==> src/rtl/key_watchdog_pkg.sv <==
// Shared types and sizing helpers for the key watchdog and its key shifter.
package key_watchdog_pkg;

    typedef enum logic [1:0] {
        ST_RUN   = 2'd0,
        ST_PULSE = 2'd1,
        ST_LOCK  = 2'd2
    } wd_state_t;

    localparam int FAIL_W = 8;

    // Number of bits needed to hold 'value' (at least 1).
    function automatic int binary_width(input int unsigned value);
        int w;
        w = 1;
        while ((value >> w) != 0) begin
            w++;
        end
        return w;
    endfunction

endpackage

==> src/rtl/key_watchdog_shift.sv <==
// Serial key collector: MSB-first shift register with bit counter, reporting
// the cycle a frame completes and the first bit that overruns a full frame.
module key_shift
    import key_watchdog_pkg::*;
#(
    parameter int KEY_BITS = 57
) (
    input  logic                clk,
    input  logic                rst,
    input  logic                key_start_i,
    input  logic                key_en_i,
    input  logic                key_bit_i,
    output logic                frame_done_o,
    output logic                over_len_o,
    output logic [KEY_BITS-1:0] frame_word_o
);

    localparam int CW = binary_width(KEY_BITS);

    logic [KEY_BITS-1:0] shift_q, shift_d;
    logic [CW-1:0]       cnt_q, cnt_d;
    logic                ovf_q, ovf_d;

    // frame_done_o and frame_word_o look one step ahead so the parent can
    // register the compare result on the same edge that takes the last bit.
    always_comb begin
        shift_d      = shift_q;
        cnt_d        = cnt_q;
        ovf_d        = ovf_q;
        frame_done_o = 1'b0;
        over_len_o   = 1'b0;
        if (key_start_i) begin
            shift_d = '0;
            cnt_d   = '0;
            ovf_d   = 1'b0;
        end
        if (key_en_i) begin
            if (cnt_d == CW'(KEY_BITS)) begin
                over_len_o = ~ovf_d;
                ovf_d      = 1'b1;
            end else begin
                shift_d      = {shift_d[KEY_BITS-2:0], key_bit_i};
                cnt_d        = cnt_d + CW'(1);
                frame_done_o = (cnt_d == CW'(KEY_BITS));
            end
        end
        frame_word_o = shift_d;
    end

    always_ff @(posedge clk) begin
        if (rst) begin
            shift_q <= '0;
            cnt_q   <= '0;
            ovf_q   <= 1'b0;
        end else begin
            shift_q <= shift_d;
            cnt_q   <= cnt_d;
            ovf_q   <= ovf_d;
        end
    end

endmodule

==> src/rtl/key_watchdog.sv <==
// Licence watchdog: accepts a serial key, pulses reset_out on timeout or bad
// key, and locks the design in reset after MAX_FAILS failures.
module key_watchdog
    import key_watchdog_pkg::*;
#(
    parameter int KEY_BITS           = 57,
    parameter int TIMEOUT_CYCLES     = 50000000,
    parameter int RESET_PULSE_CYCLES = 16,
    parameter int MAX_FAILS          = 3
) (
    input  logic                clk,
    input  logic                rst,
    input  logic [KEY_BITS-1:0] id,
    input  logic                id_valid,
    input  logic                key_start,
    input  logic                key_en,
    input  logic                key_bit,
    output logic                key_ok,
    output logic                key_bad,
    output logic                reset_out,
    output logic                locked,
    output logic [FAIL_W-1:0]   fail_count
);

    localparam int TW = binary_width(TIMEOUT_CYCLES - 1);
    localparam int PW = binary_width(RESET_PULSE_CYCLES - 1);

    wd_state_t           state_q;
    logic [TW-1:0]       timer_q;
    logic [PW-1:0]       pulse_q;
    logic [FAIL_W-1:0]   fail_q, fail_d;
    logic                key_ok_q, key_bad_q, reset_out_q, locked_q;

    logic                frame_done, over_len;
    logic [KEY_BITS-1:0] frame_word;
    logic                good_key, bad_key, expire;

    key_shift #(
        .KEY_BITS(KEY_BITS)
    ) u_shift (
        .clk         (clk),
        .rst         (rst),
        .key_start_i (key_start),
        .key_en_i    (key_en),
        .key_bit_i   (key_bit),
        .frame_done_o(frame_done),
        .over_len_o  (over_len),
        .frame_word_o(frame_word)
    );

    always_comb begin
        good_key = frame_done & id_valid & (frame_word == id);
        bad_key  = frame_done & id_valid & (frame_word != id);
        expire   = (timer_q == TW'(TIMEOUT_CYCLES - 1));
        fail_d   = (fail_q >= FAIL_W'(MAX_FAILS)) ? fail_q : fail_q + FAIL_W'(1);
    end

    // An over-length frame is reported as key_bad but is not a failure event.
    always_ff @(posedge clk) begin
        if (rst) begin
            state_q     <= ST_RUN;
            timer_q     <= '0;
            pulse_q     <= '0;
            fail_q      <= '0;
            key_ok_q    <= 1'b0;
            key_bad_q   <= 1'b0;
            reset_out_q <= 1'b0;
            locked_q    <= 1'b0;
        end else begin
            key_ok_q    <= 1'b0;
            key_bad_q   <= 1'b0;
            reset_out_q <= (state_q != ST_RUN);
            locked_q    <= (state_q == ST_LOCK);
            case (state_q)
                ST_RUN: begin
                    if (good_key) begin
                        key_ok_q <= 1'b1;
                        timer_q  <= '0;
                        fail_q   <= '0;
                    end else begin
                        key_bad_q <= bad_key | over_len;
                        if (bad_key | expire) begin
                            fail_q  <= fail_d;
                            timer_q <= '0;
                            pulse_q <= '0;
                            state_q <= (fail_d == FAIL_W'(MAX_FAILS)) ? ST_LOCK : ST_PULSE;
                        end else begin
                            timer_q <= timer_q + TW'(1);
                        end
                    end
                end
                ST_PULSE: begin
                    timer_q <= '0;
                    if (pulse_q == PW'(RESET_PULSE_CYCLES - 1)) begin
                        state_q <= ST_RUN;
                    end else begin
                        pulse_q <= pulse_q + PW'(1);
                    end
                end
                default: begin
                end
            endcase
        end
    end

    assign key_ok     = key_ok_q;
    assign key_bad    = key_bad_q;
    assign reset_out  = reset_out_q;
    assign locked     = locked_q;
    assign fail_count = fail_q;

endmodule

==> config.mk <==
export PLATFORM = sky130hd
export DESIGN_NAME = key_watchdog
export DESIGN_NICKNAME = d
export VERILOG_FILES = /design/src/rtl/key_watchdog_pkg.sv /design/src/rtl/key_watchdog_shift.sv /design/src/rtl/key_watchdog.sv
export SDC_FILE = /design/constraint.sdc
export NUM_CORES = 1
export LEC_CHECK = 0
export CAP_MARGIN = 10
export CORE_UTILIZATION = 42
export CTS_CLUSTER_SIZE = 28
export DETAILED_ROUTE_END_ITERATION = 16
export GPL_ROUTABILITY_DRIVEN = 0
export SLEW_MARGIN = 40
export SYNTH_ARGS = -nofsm -noshare
export SYNTH_HDL_FRONTEND = slang
export SYNTH_HIERARCHICAL = 1
export SYNTH_SLANG_ARGS = --single-unit
==> constraint.sdc <==
create_clock -name clk -period 8.9 [get_ports clk]
set_input_delay 1.335 -clock clk [delete_from_list [all_inputs] [get_ports clk]]
set_output_delay 1.335 -clock clk [all_outputs]
set_load 0.03 [all_outputs]
==> flow_metrics.env <==
export IMPL_slowest_delay_ps=540
export IMPL_max_freq_ghz=0.1895
export IMPL_postPlaceCellArea_um2=7064
export IMPL_cpMostUsedCell="nand4_1"
export IMPL_p_sw_share_pct=22.47
export IMPL_numCtsBuffers=9
export IMPL_status="complete, no violations"
export IMPL_synth_top_area_cell="dfxtp_1"
export IMPL_cp_arrival_ps=5480
export IMPL_p_sw_mw=0.2215
export IMPL_preCtsSetupSlack_ps=3238
export IMPL_grt_max_degree=112
export IMPL_ir_drop_mv=0.09259
export IMPL_comb_power_share_pct=10.5
export IMPL_cts_max_level=3
export IMPL_drv_slew=0
export IMPL_syn_area_um2=6269
export IMPL_die_x_um=124.2
export IMPL_post_cts_buffers=0
export IMPL_critPathMaxFanout=111
export IMPL_final_setup_viol_count=0
export IMPL_postCtsHoldBufs=0
export IMPL_area_growth_pct=17.15
export IMPL_critPathKind="input pin to flip-flop"
export IMPL_critPathRequiredTime_ps=9100
export IMPL_cts_clk_slew_worst_paths_ps=60
export IMPL_routedWlPerCell_um=15.45
export IMPL_clock_latency_ps=350
export IMPL_internal_power_mw=0.7642
export IMPL_start_kind="input pin"
export IMPL_rows=44
export IMPL_p_per_area_nw_per_um2=134.2
export IMPL_root_buffer="clkbuf_16"
export IMPL_crit_path_end_kind="flip-flop"
export IMPL_power_frac_seq_pct=50.0
export IMPL_die_y_um=124.2
export IMPL_grt_util_all_layers_pct=19.88
export IMPL_synth_warnings=6
export IMPL_synthMostInstantiatedCell="mux2i_1"
export IMPL_finalClockSkew_ps=5.711
export IMPL_clockPowerShare_pct=39.6
export IMPL_rsz0062_at_grt="no"
export IMPL_antenna_left=0
export IMPL_yosysTopAreaCellShare_pct=34.49
export IMPL_layout_drive_gt1_share_pct=4.933
export IMPL_port_buffers=74
export IMPL_ys_ff_latch=108
export IMPL_ys_types=52
export IMPL_drt_total_wl_um=14430
export IMPL_postSynthCellCount=697
export IMPL_drv_cap=0
export IMPL_antenna_cells=0
export IMPL_vias=4969
export IMPL_cts_buffer_depth=2
export IMPL_grt_pass1_wl_um=23560
export IMPL_gr_total_overflow=0
export IMPL_initial_core_util_pct=43.13
export IMPL_fin_crit_sh_pct=59.30
export IMPL_slew_headroom_pct=47.02
export IMPL_path_cells="clkdlybuf4s50_1 -> buf_4 -> nand2b_1 -> inv_1 -> ha_1 -> nand2b_4 -> o31a_2 -> buf_12 -> mux2i_1 -> xnor2_1 -> nand4_1 -> nor4_1 -> nand4_1 -> a41oi_2 -> a311oi_2"
export IMPL_drt_pass1_iterations=4
export IMPL_hpwl_um=10410
export IMPL_fin_setup_tns_ps=0
export IMPL_worst_slack_ps=3623
export IMPL_yosys_top_cells_area="dfxtp_1, mux2i_1, xnor2_1"
export IMPL_hold_violations=0
export IMPL_antenna_found_initial=0
export IMPL_drc=0
export IMPL_die_area_um2=15420
export IMPL_leakagePower_nw=2.666
export IMPL_core_um2=14530
export IMPL_syn_nets=766
export IMPL_cts_num_sinks=108
export IMPL_io_pins=75
export IMPL_fin_area_um2=7343
export IMPL_first_iter_violations=348
export IMPL_crit_family="buffers and inverters"
export IMPL_dominantRegCellSynth="dfxtp_1"
export IMPL_synth_edf_count=0
export IMPL_syn_avg_cell_area_um2=8.994
export IMPL_synth_common_cells="mux2i_1, dfxtp_1, nand2_1"
export IMPL_grt_pass1_vias=4655
export IMPL_async_flop_share_pct=0
export IMPL_cp_num_buf_inv=4
export IMPL_power_total_mw=0.9857
export IMPL_ys_seq_area_share_pct=34.49
export IMPL_finalNetCount=817
export IMPL_cts_tree="yes"
export IMPL_worst_pin_slew_ps=789.9
export IMPL_vias_per_cell=5.320
export IMPL_min_period_ps=5277
export IMPL_final_util_pct=50.53
export IMPL_cpMaxStageDelayCell="buf_12"
export IMPL_fillers=1374
export IMPL_min_path_type="flip-flop to flip-flop"
export IMPL_ctsResizeCount=0
-- routing by layer --
layer / track usage, % / vias to the layer above / share of wire (%)
li1: - / 2554 / -
met2: 32.70 / 72 / 48
met4: 4.688 / 0 / 0.94
met5: 0 / - / 0
met1: 26.18 / 2335 / 47
met3: 4.625 / 8 / 3.2
-- per-stage QoR --
stage,hold WS (ps),std cells
floorplan,432.7,697
finish,458.5,934
global route,493.8,934
CTS,460.7,934
global placement,442.8,921
detailed placement,453.3,921
-- layout by cell type (no fill, tap or decap), types with 2 or more instances in the layout --
master | Yosys | layout
clkinv_2 | 0 | 2
or3_1 | 5 | 5
nand2_1 | 76 | 76
and3_1 | 7 | 7
nor3_1 | 9 | 9
a21oi_1 | 29 | 29
a22o_1 | 6 | 6
a31oi_1 | 10 | 10
a211oi_1 | 4 | 4
or4_1 | 2 | 2
clkdlybuf4s50_1 | 0 | 74
o22ai_1 | 3 | 3
mux2i_1 | 122 | 122
and2_1 | 13 | 13
ha_1 | 6 | 6
and4_1 | 3 | 3
o21ai_0 | 10 | 10
clkbuf_16 | 0 | 9
dfxtp_1 | 108 | 108
nand2b_1 | 66 | 66
nor2b_1 | 4 | 4
or3b_2 | 2 | 2
nor2_1 | 22 | 21
a21o_1 | 2 | 2
nor4_1 | 6 | 6
xor2_1 | 6 | 6
nand3_1 | 24 | 24
nand4_1 | 22 | 22
buf_4 | 0 | 5
xnor2_1 | 60 | 60
inv_1 | 8 | 8
-- layout make-up --
class / count / area (um2) / area share (%)
Multi-Input combinational cell: 541 / 3844 / 52.34
Timing Repair Buffer: 80 / 798.3 / 10.87
Tap cell: 184 / 230.2 / 3.135
Clock inverter: 3 / 40.04 / 0.5452
Clock buffer: 10 / 239.0 / 3.254
Inverter: 8 / 30.03 / 0.4089
Sequential cell: 108 / 2162 / 29.44
-- path summary, 6_finish.rpt --
check,startpoint,end,slack (ps),cells past startpoint
worst max-delay path,key_start,state_q[0]$_SDFFE_PP0P_,3620,15
worst min-delay path,timer_q[20]$_SDFFE_PP0P_,timer_q[20]$_SDFFE_PP0P_,460,1
worst max register to register,u_shift/cnt_q[1]$_SDFF_PP0_,state_q[0]$_SDFFE_PP0P_,5170,13
worst min register to register,timer_q[20]$_SDFFE_PP0P_,timer_q[20]$_SDFFE_PP0P_,460,1
-- worst reg2reg max path, cell delays in order, from the launching register on --
cell	delay, ps
dfxtp_1	350
nor2b_1	220
inv_1	90
ha_1	220
nand2b_4	90
o31a_2	170
buf_12	540
mux2i_1	500
xnor2_1	160
nand4_1	110
nor4_1	390
nand4_1	370
a41oi_2	310
a311oi_2	60
-- kinds of logic (layout without fill, tap and decap cells) --
family	Yosys count	after routing	share of synthesized area [%]
AO/OA/AOI/OAI	76	76	8.144
XOR/XNOR	66	66	9.221
adder cells (fa/ha/maj)	6	6	1.198
buffers and inverters	48	101	4.331
flip-flops	108	108	34.49
multiplexers	123	123	19.66
AND/OR/NAND/NOR	270	270	22.95
-- registers in the layout, summed over array words and instances (netlist names) --
name / cells
u_shift/shift_q: 57
key_bad: 1
pulse_q: 4
timer_q: 26
key_ok: 1
u_shift/ovf_q: 1
state_q: 2
u_shift/cnt_q: 6
fail_count: 8
locked: 1
reset_out: 1
-- power by group through the flow --
stage	clock (mW)	combinational, mW	sequential (mW)
CTS	0.404	0.104	0.492
global placement	0	0.103	0.503
detailed placement	0	0.103	0.503
global route	0.428	0.110	0.493
finish	0.390	0.103	0.493
floorplan	0	0.0628	0.502
(Power assumes the default switching activity.)
